--- src/rtl/stream_mux_pkg.sv ---
`default_nettype none
// ============================================================================
// Module   : stream_mux_pkg
// Purpose  : Shared constants and the round-robin pick helper for the
//            stream_mux_rr channel multiplexer.
// Revision : 1.0 - initial release
// ============================================================================
package stream_mux_pkg;

    localparam logic MODE_FIXED = 1'b0;
    localparam logic MODE_RR    = 1'b1;

    // Upper bound on channel count the pick helper can scan.
    localparam int MAX_N     = 32;
    localparam int MAX_IDX_W = 5;

    typedef struct packed {
        logic                 found;
        logic [MAX_IDX_W-1:0] idx;
    } rr_pick_t;

    // Scan n channels starting after ptr, wrapping; return first valid one.
    function automatic rr_pick_t rr_pick(input logic [MAX_N-1:0]     valid,
                                         input logic [MAX_IDX_W-1:0] ptr,
                                         input int                   n);
        rr_pick_t r;
        int       c;
        r.found = 1'b0;
        r.idx   = '0;
        for (int k = 1; k <= MAX_N; k++) begin
            c = (int'(ptr) + k) % n;
            if ((k <= n) && !r.found && valid[c[MAX_IDX_W-1:0]]) begin
                r.found = 1'b1;
                r.idx   = c[MAX_IDX_W-1:0];
            end
        end
        return r;
    endfunction

endpackage
`default_nettype wire

--- src/rtl/stream_mux_reg.sv ---
`default_nettype none
// ============================================================================
// Module   : stream_mux_reg
// Purpose  : Single-entry valid/ready output register. Loads when the
//            producer asserts load (only while accept is high), drains on
//            downstream ready.
// Revision : 1.0 - initial release
// ============================================================================
module stream_mux_reg #(
    parameter int DW = 8
) (
    input  logic          clk,
    input  logic          rst_n,
    input  logic          i_load,
    input  logic [DW-1:0] i_data,
    input  logic          i_ready,
    output logic          o_valid,
    output logic [DW-1:0] o_data,
    output logic          o_accept
);

    logic          r_valid;
    logic [DW-1:0] r_data;

    // Hold one beat; a load in the same cycle as a drain replaces it.
    always_ff @(posedge clk or negedge rst_n) begin
        if (!rst_n) begin
            r_valid <= 1'b0;
            r_data  <= '0;
        end else if (i_load) begin
            r_valid <= 1'b1;
            r_data  <= i_data;
        end else if (i_ready) begin
            r_valid <= 1'b0;
        end
    end

    assign o_valid  = r_valid;
    assign o_data   = r_data;
    assign o_accept = !r_valid || i_ready;

endmodule
`default_nettype wire

--- src/rtl/stream_mux_rr.sv ---
`default_nettype none
// ============================================================================
// Module   : stream_mux_rr
// Purpose  : N-channel valid/ready stream mux with registered output,
//            fixed or round-robin selection, forwarding data/last/channel.
//            Optional packet locking enabled by STREAM_MUX_PKT_LOCK_EN.
// Revision : 1.0 - initial release
// ============================================================================
module stream_mux_rr
    import stream_mux_pkg::*;
#(
    parameter int N  = 4,
    parameter int W  = 8,
    parameter int SW = $clog2(N)
) (
    input  logic           clk,
    input  logic           rst_n,
    input  logic           sel_mode,
    input  logic [SW-1:0]  sel,
    input  logic [N-1:0]   in_valid,
    output logic [N-1:0]   in_ready,
    input  logic [N*W-1:0] in_data,
    input  logic [N-1:0]   in_last,
    output logic           out_valid,
    input  logic           out_ready,
    output logic [W-1:0]   out_data,
    output logic           out_last,
    output logic [SW-1:0]  out_chan
);

    logic [SW-1:0]     r_ptr;
    rr_pick_t          w_rr;
    logic              w_fix_ok;
    logic              w_grant_ok;
    logic [SW-1:0]     w_grant;
    logic              w_accept;
    logic              w_xfer;
    logic [W-1:0]      w_sel_data;
    logic              w_sel_last;
    logic [W+SW:0]     w_reg_data;

`ifdef STREAM_MUX_PKT_LOCK_EN
    logic              r_lock;
    logic [SW-1:0]     r_lock_chan;
`endif

    assign w_rr = rr_pick(MAX_N'(in_valid), MAX_IDX_W'(r_ptr), N);

    // Fixed index is out of range only when N is not a power of two.
    if ((2 ** SW) == N) begin : g_fix_full
        assign w_fix_ok = 1'b1;
    end else begin : g_fix_part
        assign w_fix_ok = (int'(sel) < N);
    end

    // Grant selection: lock overrides both fixed and round-robin modes.
    always_comb begin
        w_grant_ok = 1'b0;
        w_grant    = '0;
        if (sel_mode == MODE_RR) begin
            w_grant_ok = w_rr.found;
            w_grant    = SW'(w_rr.idx);
        end else begin
            w_grant_ok = w_fix_ok;
            w_grant    = sel;
        end
`ifdef STREAM_MUX_PKT_LOCK_EN
        if (r_lock) begin
            w_grant_ok = 1'b1;
            w_grant    = r_lock_chan;
        end
`endif
    end

    // Ready is one-hot on the granted channel and forced low in reset.
    for (genvar i = 0; i < N; i++) begin : g_ready
        assign in_ready[i] = rst_n && w_accept && w_grant_ok && (w_grant == SW'(i));
    end

    assign w_xfer = |(in_valid & in_ready);

    // Route the granted channel's data and last flag to the register.
    always_comb begin
        w_sel_data = '0;
        w_sel_last = 1'b0;
        for (int i = 0; i < N; i++) begin
            if (w_grant == SW'(i)) begin
                w_sel_data = in_data[i*W +: W];
                w_sel_last = in_last[i];
            end
        end
    end

    stream_mux_reg #(
        .DW (W + 1 + SW)
    ) u_reg (
        .clk      (clk),
        .rst_n    (rst_n),
        .i_load   (w_xfer),
        .i_data   ({w_sel_last, w_grant, w_sel_data}),
        .i_ready  (out_ready),
        .o_valid  (out_valid),
        .o_data   (w_reg_data),
        .o_accept (w_accept)
    );

    assign {out_last, out_chan, out_data} = w_reg_data;

    // Round-robin pointer follows the last granted channel in either mode.
    always_ff @(posedge clk or negedge rst_n) begin
        if (!rst_n) begin
            r_ptr <= SW'(N - 1);
        end else if (w_xfer) begin
            r_ptr <= w_grant;
        end
    end

`ifdef STREAM_MUX_PKT_LOCK_EN
    // Lock onto a channel mid-packet; release after its last beat.
    always_ff @(posedge clk or negedge rst_n) begin
        if (!rst_n) begin
            r_lock      <= 1'b0;
            r_lock_chan <= '0;
        end else if (w_xfer) begin
            r_lock      <= !w_sel_last;
            r_lock_chan <= w_grant;
        end
    end
`endif

endmodule
`default_nettype wire

--- config.mk ---
export PLATFORM = sky130hd
export DESIGN_NAME = stream_mux_rr
export DESIGN_NICKNAME = d
export VERILOG_FILES = /design/src/rtl/stream_mux_pkg.sv /design/src/rtl/stream_mux_reg.sv /design/src/rtl/stream_mux_rr.sv
export SDC_FILE = /design/constraint.sdc
export NUM_CORES = 1
export LEC_CHECK = 0
export CORE_UTILIZATION = 30
export CTS_BUF_LIST = sky130_fd_sc_hd__clkbuf_4 sky130_fd_sc_hd__clkbuf_8
export DETAILED_ROUTE_END_ITERATION = 10
export PLACE_DENSITY = 0.61
export SYNTH_ARGS = -nofsm -noshare
export SYNTH_HDL_FRONTEND = slang
export SYNTH_SLANG_ARGS = --single-unit
--- constraint.sdc ---
create_clock -name clk -period 3.55 [get_ports clk]
set_clock_uncertainty 0.05 [all_clocks]
set_input_delay 1.065 -clock clk [delete_from_list [all_inputs] [get_ports clk]]
set_output_delay 1.065 -clock clk [all_outputs]
set_load 0.05 [all_outputs]
======== Word-level counts from Yosys, hierarchy flattened ========
Cells that the tools add are included.
word-level totals
  output and inout bits ................... 16
  logic and storage cells ................. 64
  ROM bits ................................ 0
  bits in latches ......................... 0
  memory bits (writable) .................. 0
  memories kept ........................... 0
  register bits after elaboration ......... 14
operators by class
  $mul .................................... 0
  div/mod/pow operators ................... 0
  reduce and logical (&&, ||, !) cells .... 21
  equal/unequal tests ..................... 3
  shift-type cells ........................ 0
  $lt $le $gt $ge ......................... 4
  bitwise logic cells ..................... 5
  add/subtract/negate cells ............... 4
  muxes and demuxes ....................... 24
operators by type and width
  kind                 count
  $mux 8               4
  $lt 5x6->1 const B   4
  $mux 6               4
  $bmux 1 s3           4
  $mux 1               11
  $logic_and 1x1->1    9
  $reduce_or 2->1      4
  $add 2x1->2 const B  2
  $add 2x2->2 const B  2
  $and 1x1->1 const A  4
  $and 4x4->4          1
  $eq 2x2->1 const B   2
  $logic_not 1->1      4
  $reduce_or 4->1      1
  $eq 2x1->1 const B   1
  $logic_not 2->1      1
  $mux 2               1
  $reduce_bool 2->1    1
  $logic_or 1x1->1     1

======== Longest topological paths before layout ========
Gate-level depths: netlist of the first run.
  depth in word-level cells ............... 21
  gate-level depth with buffers ........... 10

======== Cells and area by module ========
Synthesis of the first run repeated with hierarchy kept, for this count alone.
unflattened totals
  cell total of the unflattened synthesis .. 104
  area, all modules ....................... 1178.6 µm²
modules (own cells, without submodules)
  module          sequential area each (µm²)  cells each  instances  area an instance (µm²)
  stream_mux_rr   52.6                        78          1          696.9
  stream_mux_reg  300.3                       26          1          481.7

======== Worst setup path after synthesis of the first run ========
No wires, ideal clock.
  kind .................................... input port to output port
  start point ............................. input port in_valid[0]
  end point ............................... output port in_ready[1]
  data required time ...................... 2.435 ns
  slack ................................... -0.261 ns
  stages .................................. 8
  arrival ................................. 2.696 ns
  path buffers ............................ 2
  cells stage by stage .................... buf_6 > a21boi_1 > a22oi_1 > o221ai_2 > o21a_4 > inv_1 > buf_2 > nor2_1
on the way
  longest elaborated chain between the ends .. 15
  elaborated cells between the ends (all ways) .. 23
  classes of those cells .................. 1 x eq/ne; 14 x mux; 8 x reduce/logical
RTL lines
  element                                                 line                  RTL
  start, declared                                         stream_mux_rr.sv:20   input logic [N-1:0] in_valid,
  $bmux 1 s3                                              stream_mux_pkg.sv:32  if ((k <= n) && !r.found && valid[c[MAX_IDX_W-1:0]]) begin
  $mux 1 (implied by the code)                            stream_mux_pkg.sv:32
  $mux 6                                                  stream_mux_pkg.sv:32
  $logic_not 1->1                                         stream_mux_pkg.sv:32
  $logic_and 1x1->1                                       stream_mux_pkg.sv:32
  $mux 6                                                  stream_mux_pkg.sv:32
  $logic_not 1->1                                         stream_mux_pkg.sv:32
  $logic_and 1x1->1                                       stream_mux_pkg.sv:32
  $mux 6                                                  stream_mux_pkg.sv:32
  $logic_not 1->1                                         stream_mux_pkg.sv:32
  $logic_and 1x1->1                                       stream_mux_pkg.sv:32
  $mux 6 *                                                stream_mux_pkg.sv:32
  $mux 2 / $mux 1 (equally long branches)                 stream_mux_rr.sv:60   if (sel_mode == MODE_RR) begin
  $eq 2x1->1 / $logic_and 1x1->1 (equally long branches)  stream_mux_rr.sv:77   assign in_ready[i] = rst_n && w_accept && w_grant_ok && (w_grant == SW'(i));
  $logic_and 1x1->1 *                                     stream_mux_rr.sv:77
  end, declared                                           stream_mux_rr.sv:21   output logic [N-1:0] in_ready,
Mark *: on every way between the ends. The rest lies on a longest branch, timed or not. The select of a mux whose other input is x is not followed.

======== Worst setup path in the final report of the first run ========
  start point ............................. input port in_valid[2]
  end point ............................... output port in_ready[1]
The elaborated chain is that of the path after synthesis.

==> impl_metrics.json, run 1 <==
{
  "drive_above_1_share_pct": 31.9,
  "cpPeakStageDelay_ps": 470,
  "clockRootBuffer": "clkbuf_8",
  "rows": 22,
  "cts.clk_slew.worst_paths_ps": 60,
  "synth_compound_area_share_pct": 11.9,
  "cts_tree": "yes",
  "synth_mux_area_share_pct": 40.1,
  "intPower_mw": 0.793,
  "hold_violations": 0,
  "swShare_pct": 44.8,
  "grt.total_usage_pct": 16.5,
  "min_period_ps": 3510,
  "first_iter_violations": 35,
  "grt_first_pass_wirelength_microns": 5310,
  "grt_max_degree": 19,
  "synth_top_area_share_pct": 25.1,
  "required_ps": 2430,
  "path_common_cell": "buf_4",
  "synth.largest_area_cell": "dfrtp_1",
  "setup_viol": 0,
  "power.share.clock_pct": 10.7,
  "antenna_left": 0,
  "synth_area_leaders": "dfrtp_1 25%, mux2i_1 25%, mux2_4 10%",
  "drv_cap": 0,
  "hp-class": "register to register",
  "arrival_ps": 2400,
  "viasPerCell": 4.80,
  "die_x_microns": 65.1,
  "ys_ff_latch": 14,
  "combPwrFrac_pct": 66.8,
  "cts_buffers": 3,
  "cts.sinks": 14,
  "slowest_stage": "mux4_2",
  "fin_crit_sh_pct": 99.0,
  "max_freq_mhz": 285,
  "nNetsFinal": 229,
  "dieArea_sq_mm": 0.00424,
  "yosysWarnings": 0,
  "synthCells": 108,
  "dpl-instance-area_sq_mm": 0.00195,
  "antenna_found_initial": 0,
  "ys_types": 33,
  "peakVddDrop_mv": 0.511,
  "die_h_microns": 65.1,
  "pre_cts_slack_ps": -474,
  "overflow": 0,
  "power_density_mw_per_mm2": 702,
  "power_leakage_nw": 0.895,
  "ys_seq_area_share_pct": 29.5,
  "synth_edf_count": 0,
  "slew_violations": 0,
  "dp_hpwl_microns": 2650,
  "io_pins": 62,
  "tightest_slew_ps": 526,
  "crit_type": "input port to output port",
  "finalInstanceArea_sq_mm": 0.00204,
  "crit_family": "buffers and inverters",
  "synthSimpleGateAreaFrac_pct": 10.2,
  "initial_utilization_pct": 31.9,
  "diodes": 0,
  "synth_xor_area_share_pct": 0,
  "syn_to_final_growth_pct": 71.0,
  "rsz0062_at_grt": "no",
  "first_pass_iters": 4,
  "path_buf_inv": 5,
  "yosysMostFrequentCell": "mux2i_1",
  "insertion_delay_ps": 240,
  "routabilityCongestion": 0.727,
  "grt_pass1_vias": 1113,
  "cts_max_level": 1,
  "synthArstFlopShare_pct": 100,
  "io_buffers": 61,
  "cts.path.max_buffers": 2,
  "drt_wl_total_microns": 3240,
  "avgSynthCellArea_sq_um": 11.1,
  "vias": 1103,
  "path_cells": "buf_2 -> buf_4 -> mux4_2 -> clkinv_1 -> a31oi_2 -> buf_4 -> nand2_4 -> nor2_4 -> buf_12",
  "setup_tns_ps": 0,
  "cp-start-kind": "input port",
  "outcome": "finished, final reports clean",
  "core-area_sq_mm": 0.00374,
  "synth_commonest_cells": "30 x mux2i_1, 12 x dfrtp_1, 8 x mux2_4",
  "synth_area_sq_mm": 0.00119,
  "synth_nets": 154,
  "remaining_drc_errors": 0,
  "ys.flop_type": "dfrtp_1",
  "slew_headroom_pct": 64.8,
  "wl_per_cell_microns": 14.1,
  "p_seq_share_pct": 22.5,
  "p_sw_mw": 0.643,
  "cp_max_fo": 6,
  "fin_ws_ps": 36.6,
  "crit_path_end_kind": "output port",
  "synth_top_family_by_area": "multiplexers",
  "synth_fa_ha_area_share_pct": 0
}
==> flip-flops by register name, indices dropped and copies added (netlist names) <==
register	count
u_reg.o_data	11
r_ptr	2
u_reg.o_valid	1
==> per-layer routing <==
layer,vias to the layer above,part of all wire (%),GRT usage (%)
li1,539,-,-
met1,520,42,20.2
met2,42,51,28.6
met3,2,6.2,4.51
met4,0,0.55,3.53
met5,-,0,0
==> stage by stage <==
step / power [mW] / util (%) / hold slack (ps) / instances
2_1_floorplan: 0.960 / - / 533 / 108
3_3_place_gp: 1.25 / 52.2 / 446 / 224
3_5_place_dp: 1.26 / 52.2 / 448 / 224
4_1_cts: 1.44 / 54.2 / 462 / 230
5_1_grt: 1.51 / 54.6 / 471 / 230
6_report: 1.44 / 54.6 / 459 / 230
==> placed cells by master, fill, tap and decap left out, types with 2 or more instances in the layout <==
cell type        count
clkdlybuf4s50_1     52
mux2i_1             30
buf_4               15
dfrtp_1             12
mux2_4               8
nand2_1              6
clkbuf_8             4
buf_12               4
nand2b_1             3
o21ai_0              3
nor2_4               3
buf_2                3
inv_1                2
a21oi_1              2
o221ai_2             2
nor2_1               2
nand3_1              2
mux2_2               2
dfstp_2              2
==> path summary, 6_finish.rpt <==
kind	end	slack [ps]	cells past startpoint	start
min	u_reg.o_data[3]	460	1	u_reg.o_data[3]
min in group asynchronous	u_reg.o_data[0]	1140	2	rst_n
min reg2reg	u_reg.o_data[3]	460	1	u_reg.o_data[3]
max	in_ready[1]	40	9	in_valid[2]
max in group asynchronous	r_ptr[0]	2070	2	rst_n
max reg2reg	u_reg.o_data[2]	1120	9	r_ptr[0]
==> power by group through the flow <==
stage	logic [mW]	clock network (mW)	registers (mW)
global placement	0.931	0	0.320
finish	0.959	0.153	0.323
detailed placement	0.942	0	0.322
global route	1.01	0.164	0.338
floorplan	0.430	0	0.530
CTS	0.962	0.159	0.323
==> logic make-up after synthesis <==
group,count (synthesis)
DFF,14
and+or+nand+nor,22
buffers and inverters,13
muxes,42
AOI/OAI and AO/OA,17
==> timing repair <==
action / in CTS / in global routing
hold buffers: 0 / 0
gates resized for setup: 26 / 3
setup endpoints to repair: 4 / 4
pin swaps: 1 / 1
buffers inserted: 2 / 0
==> worst reg2reg max path, cell delays in order, from the launching register on <==
cell and delay, ps:
dfstp_2 630, mux4_2 540, clkinv_1 70, a31oi_2 90, buf_4 160, nand2_4 80
buf_4 130, o22ai_2 100, buf_12 170, mux2_4 300
==> area by class of cell <==
| type | instances | area [sq um] |
|---|---|---|
| clock buffer | 4 | 55.1 |
| fill | 352 | 1700 |
| inverter | 5 | 22.5 |
| multi-input combinational | 81 | 782 |
| sequential | 14 | 353 |
| tap | 48 | 60.1 |
| timing repair buffer | 78 | 771 |
Note: power is estimated with default switching activity, not from simulation.
==> run 2, diff against run 1 <==
--- a/config.mk
+++ b/config.mk
@@ -9,6 +9,7 @@
 export CTS_BUF_LIST = sky130_fd_sc_hd__clkbuf_4 sky130_fd_sc_hd__clkbuf_8
 export DETAILED_ROUTE_END_ITERATION = 10
 export PLACE_DENSITY = 0.61
+export SKIP_LAST_GASP = 1
 export SYNTH_ARGS = -nofsm -noshare
 export SYNTH_HDL_FRONTEND = slang
 export SYNTH_SLANG_ARGS = --single-unit
==> results of run 2 <==
Final layout, timing and power as in run 1 (identical DEF).
==> run 3, diff against run 2 <==
--- a/config.mk
+++ b/config.mk
@@ -8,7 +8,8 @@
 export CORE_UTILIZATION = 30
 export CTS_BUF_LIST = sky130_fd_sc_hd__clkbuf_4 sky130_fd_sc_hd__clkbuf_8
 export DETAILED_ROUTE_END_ITERATION = 10
-export PLACE_DENSITY = 0.61
+export PLACE_DENSITY = 0.64
+export SETUP_SLACK_MARGIN = 0.3
 export SKIP_LAST_GASP = 1
 export SYNTH_ARGS = -nofsm -noshare
 export SYNTH_HDL_FRONTEND = slang
==> impl_metrics.json, run 3 (synthesis results as in run 1) <==
{
  "rsz0062_at_grt": "yes",
  "outcome": "finished, final reports clean",
  "hp-class": "register to register",
  "power.share.clock_pct": 10.3,
  "vias": 1130,
  "dp_hpwl_microns": 2770,
  "die_h_microns": 65.1,
  "cp_max_fo": 4,
  "peakVddDrop_mv": 0.424,
  "setup_tns_ps": 0,
  "power_density_mw_per_mm2": 673,
  "nNetsFinal": 243,
  "path_buf_inv": 4,
  "largest_reg_flops": 11,
  "finalInstanceArea_sq_mm": 0.00222,
  "first_iter_violations": 31,
  "io_buffers": 61,
  "core-area_sq_mm": 0.00374,
  "slowest_stage": "o31ai_4",
  "reg2reg_from": "r_ptr[0]",
  "layout_commonest_cell": "clkdlybuf4s50_1",
  "cpPeakStageDelay_ps": 240,
  "cp-start-kind": "input port",
  "drv_cap": 0,
  "cts.clk_slew.worst_paths_ps": 50,
  "power_leakage_nw": 0.990,
  "crit_path_start": "in_valid[3]",
  "remaining_drc_errors": 0,
  "io_pins": 62,
  "grt_first_pass_wirelength_microns": 5320,
  "crit_family": "buffers and inverters",
  "whs_ps": 459,
  "antenna_found_initial": 0,
  "initial_utilization_pct": 31.9,
  "setup_viol": 0,
  "cts_tree": "yes",
  "fin_crit_sh_pct": 96.0,
  "syn_to_final_growth_pct": 86.2,
  "cts.sinks": 14,
  "tightest_slew_ps": 519,
  "routabilityCongestion": 0.889,
  "p_sw_mw": 0.667,
  "rows": 22,
  "antenna_left": 0,
  "holdBufCountCts": 0,
  "cts.path.max_buffers": 2,
  "slew_headroom_pct": 65.3,
  "arrival_ps": 2290,
  "crit_path_end_kind": "output port",
  "insertion_delay_ps": 240,
  "die_x_microns": 65.1,
  "grt.total_usage_pct": 16.3,
  "instances_no_fill": 244,
  "dpl-instance-area_sq_mm": 0.00203,
  "drt_wl_total_microns": 3410,
  "path_cells": "buf_6 -> buf_6 -> o31ai_4 -> a21oi_2 -> o221ai_2 -> buf_4 -> nand2_4 -> nor2_4 -> buf_12",
  "crit_type": "input port to output port",
  "p_seq_share_pct": 22.0,
  "combPwrFrac_pct": 67.7,
  "worstHoldStart": "u_reg.o_data[5]",
  "grt_max_degree": 19,
  "swShare_pct": 44.5,
  "placed_cells": 233,
  "clockRootBuffer": "clkbuf_8",
  "final_cell_mix": "51 x clkdlybuf4s50_1, 30 x mux2i_1, 28 x buf_4, 12 x dfrtp_1",
  "required_ps": 2430,
  "dieArea_sq_mm": 0.00424,
  "overflow": 0,
  "min_period_ps": 3410,
  "cts_max_level": 1,
  "drive_above_1_share_pct": 40.8,
  "wl_per_cell_microns": 14.0,
  "diodes": 0,
  "path_common_cell": "buf_6",
  "viasPerCell": 4.63,
  "intPower_mw": 0.830,
  "hold_violations": 0,
  "slew_violations": 0,
  "cts_buffers": 3,
  "first_pass_iters": 4,
  "grt_pass1_vias": 1162,
  "max_freq_mhz": 294,
  "report.power.total_mw": 1.50
}
run 3: cell type report:
class	count	area, sq um
multi-input cells	81	846
fillers	321	1520
well taps	48	60.1
flip-flops and latches	14	353
repair buffers	92	888
clock buffers	4	55.1
inverters	5	22.5
run 3: timing repair:
| action | in CTS | in global routing |
|---|---|---|
| resized for setup | 39 | 2 |
| cloned | 0 | 0 |
| setup endpoints to repair | 16 | 4 |
| buffers inserted | 7 | 0 |
| pin swaps | 10 | 4 |
run 3: path summary, 6_finish.rpt:
path | end | slack [ps] | depth (start not counted)
worst min-delay path | u_reg.o_data[5] | 460 | 1
worst max register to register | u_reg.o_data[1] | 1000 | 10
min in group asynchronous | u_reg.o_data[10] | 1180 | 2
max in group asynchronous | r_ptr[1] | 2020 | 2
worst min register to register | u_reg.o_data[5] | 460 | 1
worst max-delay path | in_ready[0] | 140 | 9
run 3: per-layer routing:
layer | wire (microns) | global-route usage [%] | vias to the layer above
met1 | 1430 | 20.4 | 539
met2 | 1890 | 29.9 | 19
met3 | 75 | 2.08 | 2
li1 | - | - | 570
met5 | 0 | 0 | -
met4 | 23 | 3.26 | 0
run 3: power groups by stage:
stage	combinational (mW)	clock, mW	sequential [mW]
after floorplan	0.456	0	0.530
after global placement	0.948	0	0.318
after detailed placement	0.955	0	0.322
after CTS	1.02	0.159	0.327
after global routing	1.06	0.166	0.341
final	1.01	0.154	0.330
run 3: metrics by stage:
stage | worst slack [ps] | utilization (%)
final | 143 | 59.4
after global routing | 88.7 | 59.4
after global placement | -390 | 54.2
after detailed placement | -414 | 54.2
after floorplan | 203 | -
after CTS | 164 | 59.1
